`config.mk`:
```
export PLATFORM = sky130hd
export DESIGN_NAME = register_file
export DESIGN_NICKNAME = d
export VERILOG_FILES = /design/src/rtl/register_file.sv
export SDC_FILE = /design/constraint.sdc
export NUM_CORES = 2
export LEC_CHECK = 0
export CAP_MARGIN = 20
export CORE_UTILIZATION = 45
export CTS_CLUSTER_DIAMETER = 80
export DETAILED_ROUTE_END_ITERATION = 7
export PLACE_DENSITY = 0.7
export SLEW_MARGIN = 20
export SYNTH_ARGS = -nofsm -noshare
export SYNTH_HDL_FRONTEND = slang
export SYNTH_HIERARCHICAL = 1
export SYNTH_SLANG_ARGS = --single-unit
```
`constraint.sdc`:
```
create_clock -name clk -period 4.6 [get_ports clk]
set_clock_uncertainty 0.05 [all_clocks]
set_input_delay 0.69 -clock clk [delete_from_list [all_inputs] [get_ports clk]]
set_output_delay 0.69 -clock clk [all_outputs]
set_load 0.1 [all_outputs]
```
`src/rtl/register_file.sv`:
```
// RV32I integer register file with write-through bypass and a pending-write
// scoreboard feeding the hazard unit. Two identical read ports share the array.

module register_file_rd_port #(
  parameter int XLEN      = 32,
  parameter int NREGS     = 32,
  parameter int ADDR_W    = 5,
  parameter int BYPASS_EN = 1
) (
  input  logic                        byp_ok,
  input  logic [NREGS-1:0][XLEN-1:0]  regs,
  input  logic [NREGS-1:0]            pending,
  input  logic                        wr_en,
  input  logic [ADDR_W-1:0]           wr_addr,
  input  logic [XLEN-1:0]             wr_data,
  input  logic [ADDR_W-1:0]           rd_addr,
  output logic [XLEN-1:0]             rd_data,
  output logic                        rd_pending
);
  logic wr_hit;

  assign wr_hit = wr_en && (wr_addr == rd_addr) && (rd_addr != '0);

  always_comb begin
    rd_data = '0;
    if (rd_addr != '0) begin
      if ((BYPASS_EN != 0) && byp_ok && wr_hit) rd_data = wr_data;
      else                                       rd_data = regs[rd_addr];
    end
  end

  // A retiring write is already forwarded, so it no longer counts as a hazard.
  assign rd_pending = (rd_addr != '0) && pending[rd_addr] && !wr_hit;
endmodule

module register_file #(
  parameter int XLEN      = 32,
  parameter int NREGS     = 32,
  parameter int ADDR_W    = 5,
  parameter int BYPASS_EN = 1
) (
  input  logic              clk,
  input  logic              rst_n,
  input  logic              wr_en,
  input  logic [ADDR_W-1:0] wr_addr,
  input  logic [XLEN-1:0]   wr_data,
  input  logic [ADDR_W-1:0] rs1_addr,
  input  logic [ADDR_W-1:0] rs2_addr,
  output logic [XLEN-1:0]   rs1_data,
  output logic [XLEN-1:0]   rs2_data,
  input  logic              sb_set_en,
  input  logic [ADDR_W-1:0] sb_set_addr,
  input  logic              sb_flush,
  output logic              rs1_pending,
  output logic              rs2_pending,
  output logic              any_pending
);
  localparam int NUM_RD = 2;

  logic [NREGS-1:0][XLEN-1:0]  regs;
  logic [NREGS-1:0]            pending, pending_nxt;
  logic [NUM_RD-1:0][ADDR_W-1:0] rd_addr;
  logic [NUM_RD-1:0][XLEN-1:0]   rd_data;
  logic [NUM_RD-1:0]             rd_pending;

  always_ff @(posedge clk) begin
    if (!rst_n)                          regs <= '0;
    else if (wr_en && wr_addr != '0)     regs[wr_addr] <= wr_data;
  end

  // Priority: flush, then retire, then issue; issue wins so a surviving
  // newer writer stays outstanding.
  always_comb begin
    pending_nxt = pending;
    if (sb_flush)   pending_nxt = '0;
    else if (wr_en) pending_nxt[wr_addr] = 1'b0;
    if (sb_set_en && sb_set_addr != '0) pending_nxt[sb_set_addr] = 1'b1;
    pending_nxt[0] = 1'b0;
  end

  always_ff @(posedge clk) begin
    if (!rst_n) pending <= '0;
    else        pending <= pending_nxt;
  end

  assign rd_addr = {rs2_addr, rs1_addr};

  // Bypass is masked while reset is held so the ports read as cleared state.
  for (genvar p = 0; p < NUM_RD; p++) begin : g_rd
    register_file_rd_port #(
      .XLEN(XLEN), .NREGS(NREGS), .ADDR_W(ADDR_W), .BYPASS_EN(BYPASS_EN)
    ) u_port (
      .byp_ok    (rst_n),
      .regs      (regs),
      .pending   (pending),
      .wr_en     (wr_en),
      .wr_addr   (wr_addr),
      .wr_data   (wr_data),
      .rd_addr   (rd_addr[p]),
      .rd_data   (rd_data[p]),
      .rd_pending(rd_pending[p])
    );
  end

  assign rs1_data    = rd_data[0];
  assign rs2_data    = rd_data[1];
  assign rs1_pending = rd_pending[0];
  assign rs2_pending = rd_pending[1];
  assign any_pending = |pending;
endmodule

```
==> flow_summary.toml <==
[outcome]
status = "complete, no violations"

[hold_path]
hold_path_class = "in2reg"
min_from = "rst_n"
holdPathEnd = "regs[662]"
min_path_cells = 3

[drt]
routed_wl_um = 193000
drtPass1Iterations = 6
viasPerCell = 6.42
route.detailed.drc = 0
drt_iter0_markers = 5802
ant_nets = 0
avgRoutedWirePerCell_um = 27.9
vias = 44400

[placement]
dpl.hpwl_um = 123000
globalplace.congestion = 0.966
io_buffers = 123
place_ws_ns = 0.417

[worst_setup_path]
reg2reg_slack_ns = 3.83
r2r-start = "pending[31]"
critical_path_arrival_ns = 3.76
setup.worst_path.start_class = "input port"
crit_required_ns = 3.86
r2r_cells = 2
rr_endpoint = "pending[31]"
worstSetupPathType = "in2out"
cp-end-kind = "output port"
crit_fanout = 18

[timing]
fin_setup_tns_ns = 0
setup_viol = 0
hold_violations = 0
finalMaxSlewViolations = 0
worstMarginPinSlew_ns = 1.11
max_slew_margin = 0.256
fmax_mhz = 222
min_period_ns = 4.50
setup_ws_ns = 0.105
period_share = 0.977
rsz0062_at_grt = "no"

[cells_and_area]
fillers = 10900
area_growth_pct = 12.2
nets = 5237
final_common_cell = "mux2i_1"
multi_input_area_mm2 = 0.0321
mostFrequentLayoutCells = "mux2i_1 (1260), dfxtp_1 (1055), nand2_1 (1044)"
register_area_mm2 = 0.0211
drive_gt1_frac = 0.189

[logic_synthesis]
synth-seq-area-share = 0.376
yosys_warnings = 6
yosys.area.top_type_share = 0.376
yosys_register_bits = 1055
synth_area_leaders = "dfxtp_1 (38%), mux2i_1 (22%), mux4_2 (13%), nand2_1 (7.1%), mux2_2 (2.6%)"
synth_top_area_cell = "dfxtp_1"
yosysUniqueCellTypes = 54
synthesis.area_mm2 = 0.0561
syn_inst = 5296
synth_area_per_cell_um2 = 10.6

[power_and_ir_drop]
peakVddDrop_uv = 368
powerDensity_mw_per_mm2 = 331
leakage_nw = 25.6

[floorplan]
die_width_um = 355
start_util = 0.454
core_area_mm2 = 0.124
fp.dieH_um = 355
dieArea_mm2 = 0.126
rows = 129
pin_count = 124

[global_route]
grt_max_degree = 250
use_met1 = 0.399
grt_pass1_vias = 43000
overflow = 0
met2_usage = 0.443
grt_pass1_wl_um = 283000
top_usage_layer = "met2"
grt_usage = 0.298
antenna_found_initial = 6
grt.met3_usage = 0.0803

[cts]
clock_sinks = 1055
cts.path.max_buffers = 3
cts.clk_slew.worst_paths_ns = 0.06
post_cts_buffers = 0
cts-root-buf = "clkbuf_16"
cts_tree = "yes"
clk_latency_ns = 0.69
numCtsBuffers = 107
ctsHoldBuffers = 0
h-tree-depth = 3
cts_resized = 0

[flow_run]
maxCapViolCount = 0
registers in the layout, indices dropped and copies added (netlist names):
signal   flops
pending     31
regs      1024
kinds of logic after synthesis:
logic type	synth area share
buffers and inverters	0.0544
xor gates and xnor gates	0.00125
DFF	0.376
AOI/OAI and AO/OA	0.0916
other	0.0000668
and+or+nand+nor	0.0920
muxes	0.384
layout make-up:
cell class                 instances  area share
clock inverter                    33     0.00692
timing repair buffer             335      0.0646
antenna                            2   0.0000795
clock buffer                     162      0.0501
multi-input combinational       3681       0.510
sequential                      1055       0.335
tap                             1637      0.0325
synthesized netlist by cell type (all sizes together):
library cell,instances
a211oi,2
and2,36
nor4,9
clkbuf,305
or4,1
nand2b,9
a22o,64
mux2,132
nand3,4
o2bb2ai,13
and3,3
nand4,3
o211ai,2
dfxtp,1055
nor2,31
a21oi,130
nor3,6
nand2,1069
o211a,64
nor4bb,1
xor2,6
buf,256
o22ai,68
a21o,62
mux4,332
nor2b,7
a221oi,4
a22oi,188
and3b,4
and4,3
xnor2,2
nand3b,5
mux2i,1260
or2,2
nor3b,10
or3b,1
a32o,15
o21ai,131
conb,1
critical path, cell delays in order:
cell and delay, ns:
clkdlybuf4s50_1 0.67, nor4_1 0.60, o21ai_1 0.21, nand4_1 0.16
buf_4 0.33, o21ai_0 0.12, a21oi_1 0.55, buf_4 0.24
buf_12 0.17
per-layer routing:
| metal | up-vias | share of wire |
|---|---|---|
| li1 | 19000 | - |
| met1 | 22100 | 0.40 |
| met2 | 2612 | 0.43 |
| met3 | 623 | 0.11 |
| met4 | 6 | 0.056 |
| met5 | - | 0.00018 |
worst max-delay path by stage:
stage,startpoint,slack [ns],end
3_3_place_gp,rs2_addr[2],0.41,rs2_data[28]
3_5_place_dp,rs1_addr[2],0.42,rs1_data[2]
4_1_cts,wr_addr[3],0.41,rs2_data[10]
6_report,rs2_addr[2],0.10,rs2_data[10]
2_1_floorplan,rs1_addr[0],0.51,rs1_data[10]
5_1_grt,wr_addr[3],0.0007,rs2_data[10]
where the power goes:
group / leakage [nW] / internal [mW] / switching (mW) / total, mW
clock network: 1.76 / 5.18 / 3.89 / 9.07
logic: 15.3 / 0.832 / 1.68 / 2.51
registers: 8.50 / 9.20 / 0.0490 / 9.25
total: 25.6 / 15.2 / 5.62 / 20.8
stage by stage:
step / total power, mW / instance area [um2] / hold slack [ns] / utilization / std cells
finish: 20.8 / 63000 / 0.277 / 0.509 / 6905
CTS: 20.8 / 62900 / 0.233 / 0.509 / 6903
detailed placement: 11.9 / 59300 / 0.406 / 0.480 / 6708
global placement: 11.9 / 59300 / 0.397 / 0.480 / 6707
global route: 21.3 / 62900 / 0.248 / 0.509 / 6903
floorplan: 11.0 / 56100 / 0.391 / - / 5297
Power figures use the tool's default switching activity.
